**config.mk**
```make
export PLATFORM = sky130hd
export DESIGN_NAME = conv_encoder_322
export DESIGN_NICKNAME = d
export VERILOG_FILES = /design/src/rtl/conv_encoder_322.sv
export SDC_FILE = /design/constraint.sdc
export NUM_CORES = 1
export LEC_CHECK = 0
export CAP_MARGIN = 20
export CORE_MARGIN = 4
export CORE_UTILIZATION = 49
export CTS_BUF_LIST = sky130_fd_sc_hd__clkbuf_8
export DETAILED_ROUTE_END_ITERATION = 8
export GPL_TIMING_DRIVEN = 0
export MAX_ROUTING_LAYER = met4
export PLACE_DENSITY = 0.77
export SLEW_MARGIN = 30
export SYNTH_ARGS = -nofsm -noshare
export SYNTH_HDL_FRONTEND = slang
export SYNTH_SLANG_ARGS = --single-unit
```
**constraint.sdc**
```tcl
create_clock -name clk -period 1.5 [get_ports clk]
set_input_delay 0.45 -clock clk [delete_from_list [all_inputs] [get_ports clk]]
set_output_delay 0.45 -clock clk [all_outputs]
set_load 0.05 [all_outputs]
```
**src/rtl/conv_encoder_322.sv**
```systemverilog
// Rate-2/3, 8-state (3,2,2) convolutional encoder with two zero tail pairs per frame.
// Single registered output stage; the trellis state only advances when a symbol is loaded.
module conv_encoder_322 #(
  parameter int FRAME_LEN = 16,
  parameter int CNT_W     = 8
) (
  input  logic       clk,
  input  logic       reset_n,
  input  logic       in_valid,
  output logic       in_ready,
  input  logic [1:0] in_data,
  output logic       out_valid,
  input  logic       out_ready,
  output logic [2:0] out_sym,
  output logic       out_tail,
  output logic       out_last,
  output logic [2:0] enc_state
);

  typedef enum logic [1:0] {DATA, TAIL1, TAIL2} fsm_t;

  fsm_t             fsm_q, fsm_d;
  logic [2:0]       state_q, state_d;
  logic [CNT_W-1:0] cnt_q, cnt_d;
  logic             out_valid_q, out_valid_d;
  logic [2:0]       out_sym_q, out_sym_d;
  logic             out_tail_q, out_tail_d;
  logic             out_last_q, out_last_d;

  logic load;
  logic encode;
  logic u1, u2;
  logic a, b, c;

  assign {a, b, c} = state_q;

  always_comb begin
    load        = !out_valid_q || out_ready;
    in_ready    = load && (fsm_q == DATA);
    fsm_d       = fsm_q;
    state_d     = state_q;
    cnt_d       = cnt_q;
    out_valid_d = out_valid_q;
    out_sym_d   = out_sym_q;
    out_tail_d  = out_tail_q;
    out_last_d  = out_last_q;
    encode      = 1'b0;
    u1          = 1'b0;
    u2          = 1'b0;

    // Everything below only moves when the output register can be (re)loaded.
    if (load) begin
      out_valid_d = 1'b0;
      out_tail_d  = 1'b0;
      out_last_d  = 1'b0;
      unique case (fsm_q)
        DATA: begin
          if (in_valid) begin
            encode = 1'b1;
            u1     = in_data[0];
            u2     = in_data[1];
            if (cnt_q == CNT_W'(FRAME_LEN - 1)) begin
              cnt_d = '0;
              fsm_d = TAIL1;
            end else begin
              cnt_d = cnt_q + CNT_W'(1);
            end
          end
        end
        TAIL1: begin
          encode     = 1'b1;
          out_tail_d = 1'b1;
          fsm_d      = TAIL2;
        end
        TAIL2: begin
          encode     = 1'b1;
          out_tail_d = 1'b1;
          out_last_d = 1'b1;
          fsm_d      = DATA;
        end
        default: fsm_d = DATA;
      endcase

      if (encode) begin
        out_valid_d = 1'b1;
        out_sym_d   = {u1 ^ u2 ^ a ^ c, u2 ^ a ^ c, u1 ^ b};
        state_d     = {u1, u2, b};
      end
    end
  end

  always_ff @(posedge clk or negedge reset_n) begin
    if (!reset_n) begin
      fsm_q       <= DATA;
      state_q     <= 3'b000;
      cnt_q       <= '0;
      out_valid_q <= 1'b0;
      out_sym_q   <= 3'b000;
      out_tail_q  <= 1'b0;
      out_last_q  <= 1'b0;
    end else begin
      fsm_q       <= fsm_d;
      state_q     <= state_d;
      cnt_q       <= cnt_d;
      out_valid_q <= out_valid_d;
      out_sym_q   <= out_sym_d;
      out_tail_q  <= out_tail_d;
      out_last_q  <= out_last_d;
    end
  end

  assign out_valid = out_valid_q;
  assign out_sym   = out_sym_q;
  assign out_tail  = out_tail_q;
  assign out_last  = out_last_q;
  assign enc_state = state_q;

  // Two zero tail pairs must always drive the trellis home to 000.
  a_tail_terminates: assert property (@(posedge clk) disable iff (!reset_n)
    (fsm_q == TAIL2 && load) |=> (state_q == 3'b000));

endmodule

```
==> out/summary.txt, run 1 <==
PD cells: 2260 nW/um^2
Fin worst setup slack: -0.127 ns
Layout cells sized above 1: 43.2%
DR pass1 iterations: 4
Most frequent cell after synthesis: dfrtp_1
Dpl ws: -1.03 ns
Status: finished with violations
Area growth, synth to finish: 40.1%
Final Hold Fails: 0
Met2 wire length: 1140 um
CP arrival: 1.18 ns
Top cells by area, synth: dfrtp_1 (48%), mux2_2 (8.0%), ha_1 (7.6%)
DR vias: 768
Max Used Layer: met4
End of the worst register-to-register path: out_sym[1]
Pint: 1.72 mW
Setup crit end kind: primary output
Worst vdd ir: 0.00170 V
Cell Chain, Critical Path: inv_2, ha_4, and2_4, buf_8
Final Wtd Congestion: 0.730
Synth Net Count: 98
Vias in the first global route: 836
Longest Clk Path Bufs: 2
Logic pwr share: 60.9%
Fmax: 615 MHz
R2R depth: 6
Initial Util: 54.0%
Setup CP Type: reg2out
CP Buf/Inv Count: 2
Yosys top cell area share: 48.3%
Final worst path period need: 1.63 ns
Met1 wire length: 905 um
Crit path to: in_ready
Failing checks: negative setup slack
Final ANT Viol Nets: 0
CP max FO: 3
Asr flop ratio synth: 100%
Root Driver: clkbuf_8
Final setup viols: 6
Synth top cells by count: dfrtp_1 (19), nand2_1 (10), mux2_2 (7), xnor2_1 (7), ha_1 (6)
Slowest Stage Delay on Critical Path: 0.39 ns
Fin. max-slew vios: 0
Cell row count: 15
Share of power burned in registers: 27.7%
Clock Power Share: 11.4%
Req. time, crit path: 1.05 ns
CTS tree: yes
Crit start category: register
H-tree levels: 1
Worst r2r src: fsm_q[0]
WL met3: 83 um
Die area: 2790 um^2
Clk sinks: 19
Synth Area per Inst: 11.4 um^2
Largest net degree at the start of global routing: 20
Syn. warnings: 0
Clk_lat worst skew: 0.25 ns
Critical path depth in cells: 4
DP Wirelength: 1320 um
Pin slew with the least headroom to its limit: 0.830 ns
Number of synthesized flops with an enable pin: 0
Netlist cell types: 26
Switching pwr: 1.39 mW
CP delay by family, top: flip-flops
R2R setup slack: -0.07 ns
Initial antenna violation count: 0
Ports: 16
Primary FF master, synth: dfrtp_1
Routed Wire Length: 2160 um
Via density per instance: 5.37
Worst relative slew slack: 44.5%
Grt total ovfl: 0
Synth area leader: dfrtp_1
Clock buffer count from CTS: 3
Nets: 131
Gr usage total: 19.4%
Sw Ratio: 44.6%
Reported max-cap violation count: 0
Avg WL per Cell: 15.1 um
Post-synthesis sequential area ratio: 48.3%
Clock skew: 0.00110 ns
Residual DRC: 0
Worst-path clk slew: 0.07 ns
Ant diodes: 0
Mapped Area: 983 um^2
DR iter-0 viols: 15
IO buf count: 15
Layout Utilization: 75.7%
Die Y: 52.8 um
RSZ-0062 raised after global routing: yes
Mapped Cells: 86
First-pass GRT wire length: 3790 um
Hold crit path type: reg2reg
Slowest CP cell: dfrtp_1
Fin crit share: 108%
Die W: 52.8 um
Post-synthesis register bit count: 19
Critical Path Start: fsm_q[1]
P_leak: 0.634 nW
Placeable Area: 1820 um^2
[sequential cells by signal, summed over array words and instances, names as in the netlist]
register,flops
cnt_q,8
out_last,1
fsm_q,2
out_valid,1
enc_state,3
out_tail,1
out_sym,3
[layout by cell type (no fill, tap or decap), types with 2 or more instances in the layout]
cell type / synthesis / layout
dfrtp_1: 19 / 17
buf_4: 0 / 12
nand2_1: 10 / 10
xnor2_1: 7 / 7
clkdlybuf4s15_2: 0 / 6
nand3_1: 5 / 5
mux2_2: 7 / 5
ha_1: 6 / 4
nor2_1: 4 / 3
o21ai_0: 3 / 3
clkbuf_8: 0 / 3
clkdlybuf4s50_1: 0 / 3
buf_2: 0 / 3
inv_2: 0 / 2
nand4_1: 2 / 2
nor4_4: 1 / 2
xor2_1: 2 / 2
a21oi_2: 1 / 2
mux2_4: 0 / 2
inv_1: 4 / 2
mux2i_1: 2 / 2
dfrtp_2: 0 / 2
dlygate4sd2_1: 0 / 2
[per-stage QoR]
stage	instances	instance area, um^2	total power [mW]	hold WS [ns]	setup TNS [ns]
5_1_grt	143	1380	3.31	0.504	-0.917
4_1_cts	142	1380	3.11	0.473	-0.480
6_report	143	1380	3.11	0.466	-0.410
3_5_place_dp	126	1170	2.39	0.457	-8.91
2_1_floorplan	86	986	1.96	0.154	-0.122
3_3_place_gp	126	1170	2.35	0.451	-8.04
[area by class of cell]
cell class / instances / area (um^2)
multi-input cells: 63 / 552
flip-flops and latches: 19 / 478
fillers: 120 / 443
repair buffers: 28 / 255
clock buffers: 3 / 41.3
well taps: 25 / 31.3
inverters: 4 / 15.0
clock inverters: 1 / 5.00
[worst reg2reg max path, stage by stage (launching register included)]
cell     delay [ns]
dfrtp_1        0.38
inv_2          0.07
ha_1           0.31
a21oi_2        0.06
nor3_4         0.17
buf_12         0.15
mux2_2         0.33
[worst min path at each step]
| stage | cells after the start | startpoint | slack (ns) | endpoint |
|---|---|---|---|---|
| 6_report | 2 | out_last | 0.47 | out_last |
| 2_1_floorplan | 0 | reset_n | 0.15 | cnt_q[0] |
| 3_5_place_dp | 2 | out_last | 0.46 | out_last |
| 5_1_grt | 2 | out_last | 0.50 | out_last |
| 3_3_place_gp | 2 | out_tail | 0.45 | out_tail |
| 4_1_cts | 2 | out_last | 0.47 | out_last |
[routing by layer]
layer / up-vias / track usage (%)
met5: - / -
met4: 0 / 6.81
met3: 5 / 3.42
met2: 22 / 34.7
met1: 377 / 21.5
li1: 364 / -
[cell families (layout without fill, tap and decap cells)]
logic type               count (synthesis)  after routing  synth area share (%)
AND/OR/NAND/NOR                         30             30                  18.6
adder cells (fa/ha/maj)                  6              6                  7.63
XOR/XNOR                                 9              9                  8.02
multiplexers                             9              9                  10.1
AO/OA/AOI/OAI                            9              9                  5.85
buffers and inverters                    4             36                  1.53
flip-flops                              19             19                  48.3
[power by group through the flow]
stage / clock [mW] / sequential (mW) / combinational [mW]
finish: 0.356 / 0.860 / 1.89
global route: 0.384 / 0.886 / 2.04
CTS: 0.366 / 0.854 / 1.89
detailed placement: 0 / 0.889 / 1.50
global placement: 0 / 0.876 / 1.47
floorplan: 0 / 1.24 / 0.722
[repair_timing]
item,CTS,global route
hold buffers,0,0
setup endpoints to repair,25,16
buffers inserted,12,1
pin swaps,5,2
gates resized for setup,51,8
hold endpoints to repair,0,0
No activity file was read; power rests on OpenSTA's default activity.
==> inputs of run 2 (changes only) <==
CORE_ASPECT_RATIO = 1.5   (was not set)
==> run 2 against run 1 <==
The flow still finishes with violations (negative setup slack). Critical path depth unchanged. Combinational power about the same. Die area up 0.53%. Cell count is 2.8% lower. Sequential cell count stayed put. Clock power is 2% lower. Setup slack worse by 0.025 ns. Sequential share of layout area up 0.51 points. Sequential power about the same. Count of clock-buffer cells in the layout is the same. Largest cell class unchanged.
==> out/summary.txt, run 2 (synthesis results as in run 1) <==
R2R setup slack: -0.09 ns
Placeable Area: 1880 um^2
Final setup viols: 8
Fin crit share: 110%
Worst relative slew slack: 43.2%
Pin slew with the least headroom to its limit: 0.849 ns
Layout cells sized above 1: 43.2%
Setup crit end kind: primary output
Setup TNS: -0.504 ns
Worst vdd ir: 0.00153 V
Worst-path clk slew: 0.07 ns
Fin. max-slew vios: 0
Post-Place Cells: 122
Clock buffer count from CTS: 3
Fmax: 605 MHz
Final worst path period need: 1.65 ns
Vias in the first global route: 789
Slowest Stage Delay on Critical Path: 0.41 ns
CP delay by family, top: flip-flops
Final Wtd Congestion: 0.759
Via density per instance: 5.48
Total power draw: 3.08 mW
Slowest CP cell: dfrtp_1
Clk sinks: 19
Largest net degree at the start of global routing: 20
Cell row count: 19
P_leak: 0.633 nW
DP Wirelength: 1330 um
Grt total ovfl: 0
Status: finished with violations
Crit start category: register
Clk_lat worst skew: 0.25 ns
DR vias: 762
Avg WL per Cell: 15.1 um
Routed Wire Length: 2100 um
Post-CTS Hold Buffers: 0
Fin cells: 139
Hold crit path type: reg2reg
Root Driver: clkbuf_8
First-pass GRT wire length: 3510 um
Worst r2r src: fsm_q[1]
Residual DRC: 0
CP arrival: 1.20 ns
Failing checks: negative setup slack
IO buf count: 15
Post-DP Area: 1160 um^2
Clock skew: 0.00142 ns
Hold Startpoint: out_tail
Final Hold Fails: 0
PD cells: 2270 nW/um^2
Fin worst setup slack: -0.152 ns
CTS tree: yes
DR iter-0 viols: 26
Most flop-heavy register: cnt_q
CP max FO: 4
Initial Util: 52.4%
Nets: 131
R2R depth: 5
Design Area, Final: 1360 um^2
Area growth, synth to finish: 38.0%
Die W: 44.6 um
Commonest cells after routing, fill and taps aside: dfrtp_1 (17), buf_4 (13), nand2_1 (10)
Final ANT Viol Nets: 0
DR pass1 iterations: 4
Die Y: 62.9 um
Req. time, crit path: 1.05 ns
Worst hold slack: 0.469 ns
WHS Path Cells: 2
Cell Chain, Critical Path: inv_2, ha_4, and2_4, buf_8
Ports: 16
Worst Hold Path EP: out_tail
Die area: 2800 um^2
Setup CP Type: reg2out
End of the worst register-to-register path: out_sym[1]
H-tree levels: 1
Most common cell after layout, fill and taps aside: dfrtp_1
Gr usage total: 16.9%
RSZ-0062 raised after global routing: yes
Initial antenna violation count: 0
CP Buf/Inv Count: 2
Longest Clk Path Bufs: 2
Max reg flops: 8
Ant diodes: 0
Reported max-cap violation count: 0
[run 2: changes by cell type in the layout (fill, tap and decap cells not counted), sizes merged]
| cell | before | now |
|---|---|---|
| clkdlybuf4s15 | 6 | 5 |
| buf | 17 | 18 |
[run 2: routing by layer]
| metal | vias to the layer above | share of wire, % | track usage [%] |
|---|---|---|---|
| met4 | 0 | 1.9 | 4.53 |
| met5 | - | 0 | - |
| li1 | 363 | - | - |
| met3 | 6 | 3.4 | 2.59 |
| met2 | 17 | 56 | 29.5 |
| met1 | 376 | 39 | 19.2 |
[run 2: power breakdown]
part           internal [mW]  total (mW)  switching (mW)
clock network          0.184       0.348           0.164
logic                  0.806        1.87            1.06
registers              0.713       0.863           0.150
[run 2: timing repair]
item | 4_1_cts | 5_1_grt
endpoints found under the setup margin | 25 | 18
buffers inserted | 13 | 0
pin swaps | 5 | 2
gates resized for setup | 50 | 12
[run 2: worst max-delay path by stage]
stage / slack, ns / from / end / depth (start not counted)
final: -0.15 / fsm_q[1] / in_ready / 4
after detailed placement: -1.03 / out_ready / in_ready / 4
after global placement: -1.04 / out_ready / in_ready / 4
after global routing: -0.20 / fsm_q[1] / in_ready / 4
after floorplan: -0.03 / fsm_q[0] / enc_state[0] / 5
after CTS: -0.14 / fsm_q[1] / in_ready / 4
[run 2: metrics by stage]
stage	setup WS, ns	util [%]
after floorplan	-0.0304	-
after global placement	-1.04	61.9
after detailed placement	-1.03	61.9
after CTS	-0.137	72.8
after global routing	-0.196	72.3
final	-0.152	72.3
[run 2: final cells by class]
cell class | count | area, um^2
Clock buffer | 3 | 41.3
Inverter | 4 | 15.0
Multi-Input combinational cell | 63 | 556
Fill cell | 126 | 520
Timing Repair Buffer | 28 | 236
Clock inverter | 1 | 5.00
Tap cell | 21 | 26.3
Sequential cell | 19 | 478
[run 2: worst register-to-register path, stage by stage, from the launching register on]
cell and delay [ns]:
dfrtp_1 0.39, inv_2 0.08, ha_1 0.31, a21oi_2 0.06, nor3_4 0.26, mux2_2 0.37
==> inputs of run 3 (changes only) <==
CORE_MARGIN = 10   (was 4)
==> run 3 against run 2 <==
The flow still finishes with violations (negative setup slack). Power rose by 4.8%. Hold slack lost 0.35 ns. Sequential share of layout area down 0.98 points. Die area is 51% higher. Non-clock buffer count increased by 2. Critical path depth stayed put. Wire length decreased by 0.14%.
==> out/summary.txt, run 3 (synthesis results as in run 1) <==
DR iter-0 viols: 22
R2R setup slack: -0.11 ns
DP Wirelength: 1380 um
Pin slew with the least headroom to its limit: 0.431 ns
RSZ-0062 raised after global routing: yes
Pint: 1.82 mW
Die area: 4240 um^2
Vias in the first global route: 805
Setup CP Type: in2out
Fin worst setup slack: -0.122 ns
First-pass GRT wire length: 3680 um
Ant diodes: 0
CP arrival: 1.17 ns
Gr usage total: 10.8%
Fin cells: 141
Via density per instance: 5.33
Root Driver: clkbuf_8
Design Area, Final: 1400 um^2
Clk sinks: 19
Initial Util: 52.4%
Most common cell after layout, fill and taps aside: dfrtp_1
Longest Clk Path Bufs: 2
CTS tree: yes
Ports: 16
Max reg flops: 8
Final worst path period need: 1.62 ns
Cell row count: 19
FF/Latch Area: 478 um^2
Worst-path clk slew: 0.07 ns
Placeable Area: 1880 um^2
Initial antenna violation count: 0
Req. time, crit path: 1.05 ns
Share of power burned in registers: 26.5%
Failing checks: negative setup slack
End of the worst register-to-register path: enc_state[0]
Crit start category: primary input
Clock skew: 0.00386 ns
Routed Wire Length: 2100 um
Reported max-cap violation count: 0
Final setup viols: 8
Setup crit end kind: primary output
Clock buffer count from CTS: 3
Worst r2r src: fsm_q[1]
Largest net degree at the start of global routing: 20
Hold crit path type: in2async
Avg WL per Cell: 14.9 um
R2R depth: 6
Setup TNS: -0.621 ns
Clock Power Share: 11.0%
Final Hold Fails: 0
Final Wtd Congestion: 0.738
Layout cells sized above 1: 45.8%
PD cells: 2310 nW/um^2
Final ANT Viol Nets: 0
Post-Place Cells: 122
IO buf count: 15
Total power draw: 3.23 mW
Area growth, synth to finish: 42.0%
H-tree levels: 1
Dpl ws: -1.06 ns
Grt total ovfl: 0
Post-CTS Hold Buffers: 0
Die W: 56.6 um
Worst relative slew slack: 71.3%
P_leak: 0.643 nW
CP max FO: 2
Logic pwr share: 62.6%
Multi-input logic area: 569 um^2
Fin. max-slew vios: 0
Most flop-heavy register: cnt_q
Nets: 133
DR pass1 iterations: 4
FILL cells: 122
Die Y: 74.9 um
Clk_lat worst skew: 0.25 ns
Sw Ratio: 43.7%
Fmax: 617 MHz
Worst vdd ir: 0.00176 V
DR vias: 751
Post-DP Area: 1160 um^2
Switching pwr: 1.41 mW
Status: finished with violations
Fin crit share: 108%
Commonest cells after routing, fill and taps aside: dfrtp_1 (17), buf_4 (14), nand2_1 (9)
Residual DRC: 0
run 3: worst max-delay path, stage by stage:
cell           delay [ns]
dlygate4sd2_1        0.27
nand2b_4             0.15
and2_4               0.16
buf_8                0.14
run 3: repair_timing:
action	in CTS	in global routing
gates resized for setup	54	8
setup endpoints to repair	24	16
setup buffers	12	3
pin swaps	6	2
endpoints found under the hold margin	0	0
run 3: layout make-up:
type | count | share of cell area (%)
timing repair buffer | 30 | 18.7
sequential | 19 | 34.2
inverter | 4 | 1.08
clock inverter | 1 | 0.358
tap | 21 | 1.88
multi-input combinational | 63 | 40.8
clock buffer | 3 | 2.96
run 3: metrics by stage:
step | utilization (%) | hold WS, ns
final | 74.4 | 0.124
after global routing | 74.4 | 0.146
after CTS | 73.5 | 0.472
after detailed placement | 61.9 | 0.456
after global placement | 61.9 | 0.454
after floorplan | - | 0.154
run 3: layer usage:
layer,routed length (um),track usage [%],vias to the layer above
met5,0,-,-
met2,1190,19.2,6
li1,-,-,366
met4,8,4.02,0
met1,852,11.6,377
met3,52,2.36,2
run 3: power groups by stage:
stage / sequential (mW) / clock [mW] / combinational (mW)
after floorplan: 1.24 / 0 / 0.722
after global placement: 0.877 / 0 / 1.49
after detailed placement: 0.885 / 0 / 1.51
after CTS: 0.850 / 0.368 / 1.91
after global routing: 0.885 / 0.399 / 2.16
final: 0.855 / 0.354 / 2.02
run 3: how the worst max path moves through the flow:
stage | from | to | depth (start not counted)
2_1_floorplan | fsm_q[0] | enc_state[0] | 5
3_3_place_gp | out_ready | in_ready | 4
6_report | out_ready | in_ready | 4
5_1_grt | fsm_q[1] | in_ready | 4
3_5_place_dp | out_ready | in_ready | 4
4_1_cts | fsm_q[1] | in_ready | 4
